**src/rtl/mem_arbiter_2port.sv**
```systemverilog
// Two-requester arbiter in front of a single-port synchronous memory.
// It also runs a zeroing sweep after reset and whenever clr is requested.
module mem_arbiter_2port #(
  parameter int WIDTH      = 8,
  parameter int DEPTH      = 16,
  parameter int ADDR_WIDTH = 4
) (
  input  logic                  clk,
  input  logic                  rst,
  input  logic                  clr,
  output logic                  init_busy,
  input  logic                  req_a,
  input  logic                  req_b,
  input  logic                  we_a,
  input  logic                  we_b,
  input  logic [ADDR_WIDTH-1:0] addr_a,
  input  logic [ADDR_WIDTH-1:0] addr_b,
  input  logic [WIDTH-1:0]      wdata_a,
  input  logic [WIDTH-1:0]      wdata_b,
  output logic                  gnt_a,
  output logic                  gnt_b,
  output logic                  rvalid_a,
  output logic                  rvalid_b,
  output logic [WIDTH-1:0]      rdata,
  output logic                  mem_we,
  output logic [ADDR_WIDTH-1:0] mem_addr,
  output logic [WIDTH-1:0]      mem_wdata,
  input  logic [WIDTH-1:0]      mem_rdata
);

  typedef enum logic {INIT, RUN} state_t;
  typedef enum logic {ID_A, ID_B} id_t;

  localparam logic [ADDR_WIDTH-1:0] LAST = ADDR_WIDTH'(DEPTH - 1);

  state_t                state;
  id_t                   rr_last;
  logic [ADDR_WIDTH-1:0] cnt;

  assign init_busy = (state == INIT);
  assign rdata     = mem_rdata;

  // On a conflict the requester that was not served last wins.
  always_comb begin
    gnt_a = 1'b0;
    gnt_b = 1'b0;
    if (state == RUN) begin
      if (req_a && (!req_b || rr_last == ID_B))
        gnt_a = 1'b1;
      else if (req_b)
        gnt_b = 1'b1;
    end
  end

  always_comb begin
    mem_we    = 1'b0;
    mem_addr  = '0;
    mem_wdata = '0;
    if (state == INIT) begin
      mem_we   = 1'b1;
      mem_addr = cnt;
    end else if (gnt_a) begin
      mem_we    = we_a;
      mem_addr  = addr_a;
      mem_wdata = wdata_a;
    end else if (gnt_b) begin
      mem_we    = we_b;
      mem_addr  = addr_b;
      mem_wdata = wdata_b;
    end
  end

  always_ff @(posedge clk or posedge rst) begin
    if (rst) begin
      state    <= INIT;
      cnt      <= '0;
      rr_last  <= ID_B;
      rvalid_a <= 1'b0;
      rvalid_b <= 1'b0;
    end else begin
      rvalid_a <= gnt_a & ~we_a;
      rvalid_b <= gnt_b & ~we_b;
      if (gnt_a)
        rr_last <= ID_A;
      else if (gnt_b)
        rr_last <= ID_B;
      case (state)
        INIT: begin
          if (cnt == LAST) begin
            state <= RUN;
            cnt   <= '0;
          end else begin
            cnt <= cnt + ADDR_WIDTH'(1);
          end
        end
        RUN: begin
          // An access granted alongside clr still completes; only the mode changes.
          if (clr) begin
            state <= INIT;
            cnt   <= '0;
          end
        end
        default: state <= INIT;
      endcase
    end
  end

endmodule

```
**config.mk**
```make
export PLATFORM = sky130hd
export DESIGN_NAME = mem_arbiter_2port
export DESIGN_NICKNAME = d
export VERILOG_FILES = /design/src/rtl/mem_arbiter_2port.sv
export SDC_FILE = /design/constraint.sdc
export NUM_CORES = 1
export LEC_CHECK = 0
export ABC_CLOCK_PERIOD_IN_PS = 1470
export CAP_MARGIN = 20
export CORE_ASPECT_RATIO = 0.7
export CORE_MARGIN = 3
export CORE_UTILIZATION = 25
export CTS_CLUSTER_DIAMETER = 100
export DETAILED_ROUTE_END_ITERATION = 10
export GPL_TIMING_DRIVEN = 0
export MAX_ROUTING_LAYER = met4
export PLACE_DENSITY = 0.75
export SYNTH_ARGS = -nofsm -noshare
export SYNTH_HDL_FRONTEND = slang
export SYNTH_SLANG_ARGS = --single-unit
```
**constraint.sdc**
```tcl
create_clock -name clk -period 1.47 [get_ports clk]
set_clock_uncertainty 0.2 [all_clocks]
set_input_delay 0.294 -clock clk [delete_from_list [all_inputs] [get_ports clk]]
set_output_delay 0.294 -clock clk [all_outputs]
set_load 0.02 [all_outputs]
```
## Word-level counts from Yosys, hierarchy flattened

Index checks and enable logic that the tools add are counted.

| cells by class | value |
|---|---|
| reductions and logical operators | 4 |
| add/subtract/negate cells | 1 |
| mux-type cells | 22 |
| equality and inequality tests | 2 |
| bitwise logic cells | 5 |

Operator list:

| cell | count |
|---|---|
| $mux 8 | 3 |
| $mux 4 | 5 |
| $mux 1 | 12 |
| $pmux 4 s2 | 1 |
| $add 4x1->4 const B | 1 |
| $eq 4x4->1 const B | 1 |
| $not 1->1 | 3 |
| $and 1x1->1 | 2 |
| $ne 2x2->1 const B | 1 |
| $pmux 1 s2 | 1 |
| $reduce_bool 2->1 | 1 |
| $logic_and 1x1->1 | 1 |
| $logic_not 1->1 | 1 |
| $logic_or 1x1->1 | 1 |

| storage, ports and cells | value |
|---|---|
| output and inout bits | 26 |
| word-level logic and storage cells | 39 |
| input bits | 39 |
| bits in registers | 8 |

## Depth between registers and ports, before layout

| logic depth | value |
|---|---|
| depth after elaboration | 8 |
| gate-level depth with buffers | 4 |
| mapped depth without buffers | 4 |

## Least setup slack after synthesis

No wires, ideal clock.

| timing | value |
|---|---|
| path type | reg-to-output |
| from | reg rr_last |
| to | out mem_wdata[0] |
| buffers on the path | 1 |
| data required time | 976 ps |
| path slack | -275 ps |
| cell stages (with the launch flop) | 5 |
| arrival time | 1251 ps |
| path through | dfstp_2 > nand2b_1 > and3_4 > buf_6 > a22o_1 |

RTL lines:

| what | RTL line | source |
|---|---|---|
| from (decl) | 37 | `id_t rr_last;` |
| from (signal assigned) | 77 | `rr_last <= ID_B;` |
| from (signal assigned) | 84 | `rr_last <= ID_A;` |
| from (signal assigned) | 86 | `rr_last <= ID_B;` |
| $logic_or 1x1->1 | 48 | `if (req_a && (!req_b \|\| rr_last == ID_B))` |
| $logic_and 1x1->1 | 48 |  |
| $mux 1 | 48 |  |
| $mux 1 | 47 | `if (state == RUN) begin` |
| via gnt_a | 20 | `output logic gnt_a,` |
| $mux 8 | 62 | `end else if (gnt_a) begin` |
| $mux 8 | 59 | `if (state == INIT) begin` |
| to (decl) | 27 | `output logic [WIDTH-1:0] mem_wdata,` |

The timed path passes the listed nets, and every way through them passes these cells.

## Final worst setup path

| timing | value |
|---|---|
| from | reg rr_last |
| to | out mem_wdata[3] |

| on the way | value |
|---|---|
| word-level cells in the longest chain between the ends | 7 |

RTL lines:

| what | RTL line | source |
|---|---|---|
| $logic_or 1x1->1 (*) | 48 |  |
| $logic_and 1x1->1 (*) | 48 |  |
| $mux 1 | 48 |  |
| $mux 1 | 47 |  |
| $mux 8 | 66 | `end else if (gnt_b) begin` |
| $mux 8 (*) | 62 |  |
| $mux 8 (*) | 59 |  |

Mark *: on every way between the ends. The rest lies on a longest branch, timed or not.

==> flow_summary.json <==
{
  "status": "finished, violations left",
  "violations": "negative setup slack",
  "grt_max_degree": 11,
  "cp_slowest_cell": "dfstp_2",
  "syn2layout_area_growth_pct": 131,
  "drc": 0,
  "p_leak_uw": 0.000662,
  "diodes": 0,
  "grt-ovfl-total": 0,
  "finalHoldViolCount": 0,
  "ant_nets": 0,
  "cts_num_sinks": 8,
  "p_per_area_nw_per_um2": 1410,
  "irDropWorstVdd_uv": 1070,
  "die-area_um2": 3060,
  "synth_top_area_share": 0.289,
  "drive_above_1_share": 0.374,
  "ys_seq_area_frac": 0.332,
  "maxSlewViolCount": 0,
  "die_x_um": 64.9,
  "ios": 65,
  "synth_top_cells_by_area": "dfrtp_1 29%, a22o_1 12%, buf_4 9.9%",
  "clk_pin_slew_worst_paths_ns": 0.06,
  "startpoint": "rr_last",
  "syn_area_um2": 607,
  "synth_edf_count": 0,
  "post-route-util": 0.629,
  "netlist_top_cells_count": "8 x a22o_1, 8 x buf_4, 7 x dfrtp_1",
  "drt_wl_total_um": 2400,
  "cts_tree": "built",
  "start_util": 0.273,
  "drt_iter0_markers": 17,
  "yosysWarnings": 0,
  "grt_pass1_wl_um": 3570,
  "grt_pass1_vias": 745,
  "r2r_cells": 4,
  "antenna_found_initial": 0,
  "die_h_um": 47.2,
  "clock_latency_ns": 0.25,
  "critPathArrivalTime_ns": 1.57,
  "core_area_um2": 2220,
  "reg2reg_slack_ns": 0,
  "crit_fanout": 10,
  "post_drt_wl_per_cell_um": 14.7,
  "drt_pass1_iterations": 5,
  "avgSynthCellArea_um2": 8.92,
  "stdcell_area_um2": 1400,
  "cp_num_buf_inv": 2,
  "critPathTopFamily": "flip-flops",
  "cp_cell_sequence": "nand2_2, and3_4, buf_8, a22o_4, buf_6",
  "dpl_cell_area_um2": 1310,
  "grt_use_total": 0.160,
  "crit_path_end": "mem_wdata[3]",
  "slowest_delay_ns": 0.56,
  "num_vias": 775,
  "synth_nets": 108,
  "fin_ws_ns": -0.594,
  "syn_inst": 68,
  "rsz0062_at_grt": "yes",
  "cts_made_buffers": 3,
  "worst_pin_slew_ns": 0.311,
  "synthFlopType": "dfrtp_1",
  "synth_seq_cells": 8,
  "final.fill_count": 207,
  "fin_setup_tns_ns": -8.04,
  "reg2reg_to": "rvalid_a",
  "root_buffer": "clkbuf_4",
  "viasPerCell": 4.75,
  "htreeDepth": 1,
  "ctsLongestPathBuffers": 2,
  "rows": 14,
  "cp-end-kind": "output pin",
  "fmax_mhz": 484,
  "crit_cells": 5,
  "port_buffers": 56,
  "nets": 172,
  "yosysTopAreaCell": "dfrtp_1",
  "finalPower_uw": 1970,
  "synthArstFlopShare": 1.00,
  "holdBufCountCts": 0,
  "crit_type": "flop to output pin",
  "fin_crit_sh": 1.40,
  "ys_types": 24,
  "gp_congestion": 0.716,
  "dpl.hpwl_um": 1990,
  "rr_startpoint": "rr_last",
  "post-route-min-period_ns": 2.06,
  "maxSlewHeadroom": 0.792,
  "min_path_type": "input pin to async pin",
  "setup_viol_count_final": 16,
  "crit_required_ns": 0.98,
  "cap_violations": 0,
  "critPathLaunchType": "flop"
}
==> where the power goes <==
part | internal, uW | switching [uW] | leakage [uW] | total (uW)
combinational | 742 | 633 | 0.000549 | 1370
clock | 104 | 77.5 | 0.0000150 | 182
sequential | 323 | 89.1 | 0.0000980 | 412
total | 1170 | 799 | 0.000662 | 1970
==> cell usage in the layout (no fill, tap or decap), drive strengths merged <==
cell type	instances
a221o	3
inv	3
dfrtp	7
a22o	8
o2bb2ai	1
nand2	5
a41oi	1
nand3	6
ha	1
dlymetal6s2s	3
a31oi	3
o21ai	2
clkdlybuf4s15	1
clkbuf	5
buf	29
and3	2
nor2	1
clkdlybuf4s50	33
dfstp	1
dlygate4sd2	4
xnor2	1
nand2b	2
a21oi	3
o22ai	1
nor2b	5
==> registers in the layout, indices dropped and copies added (netlist names) <==
name / flops
cnt: 4
rr_last: 1
rvalid_a: 1
rvalid_b: 1
state: 1
==> layout make-up <==
class	count	area, um^2	area share
Tap cell	32	40.0	0.0286
Timing Repair Buffer	59	608	0.434
Inverter	3	13.8	0.00983
Multi-Input combinational cell	45	399	0.285
Sequential cell	8	203	0.145
Buffer	12	110	0.0786
Clock buffer	4	26.3	0.0188
==> cells by family after synthesis <==
logic type | Yosys count | synth area share
buf+inv | 15 | 0.169
compound gates | 22 | 0.276
xor+xnor | 1 | 0.0144
fa+ha+maj | 1 | 0.0206
flops | 8 | 0.332
simple gates | 21 | 0.188
==> worst min-delay path by stage <==
| stage | start | endpoint | slack, ns | cells past startpoint |
|---|---|---|---|---|
| after floorplan | rst | cnt[0] | -0.09 | 1 |
| after global placement | cnt[3] | cnt[3] | 0.31 | 1 |
| after detailed placement | cnt[3] | cnt[3] | 0.32 | 1 |
| after CTS | rst | cnt[0] | 0.12 | 2 |
| after global routing | rst | cnt[1] | 0.12 | 2 |
| final | rst | cnt[0] | 0.11 | 2 |
==> through the flow <==
step	cells	hold slack (ns)	setup WS, ns
2_1_floorplan	68	-0.0911	-0.191
6_report	163	0.107	-0.594
3_3_place_gp	156	0.310	-1.10
3_5_place_dp	156	0.317	-1.12
5_1_grt	163	0.123	-0.656
4_1_cts	163	0.118	-0.607
==> repair_timing <==
action / 4_1_cts / 5_1_grt
setup buffers: 3 / 0
pin swaps: 3 / 3
gates resized for setup: 97 / 7
setup endpoints to repair: 20 / 21
==> per-layer routing <==
layer / GRT usage / part of all wire / vias to the layer above
met1: 0.201 / 0.40 / 368
met4: 0.0252 / 0.0017 / 0
met3: 0.0646 / 0.069 / 2
met5: - / 0 / -
met2: 0.248 / 0.53 / 38
li1: - / - / 367
No activity file was read; power rests on OpenSTA's default activity.
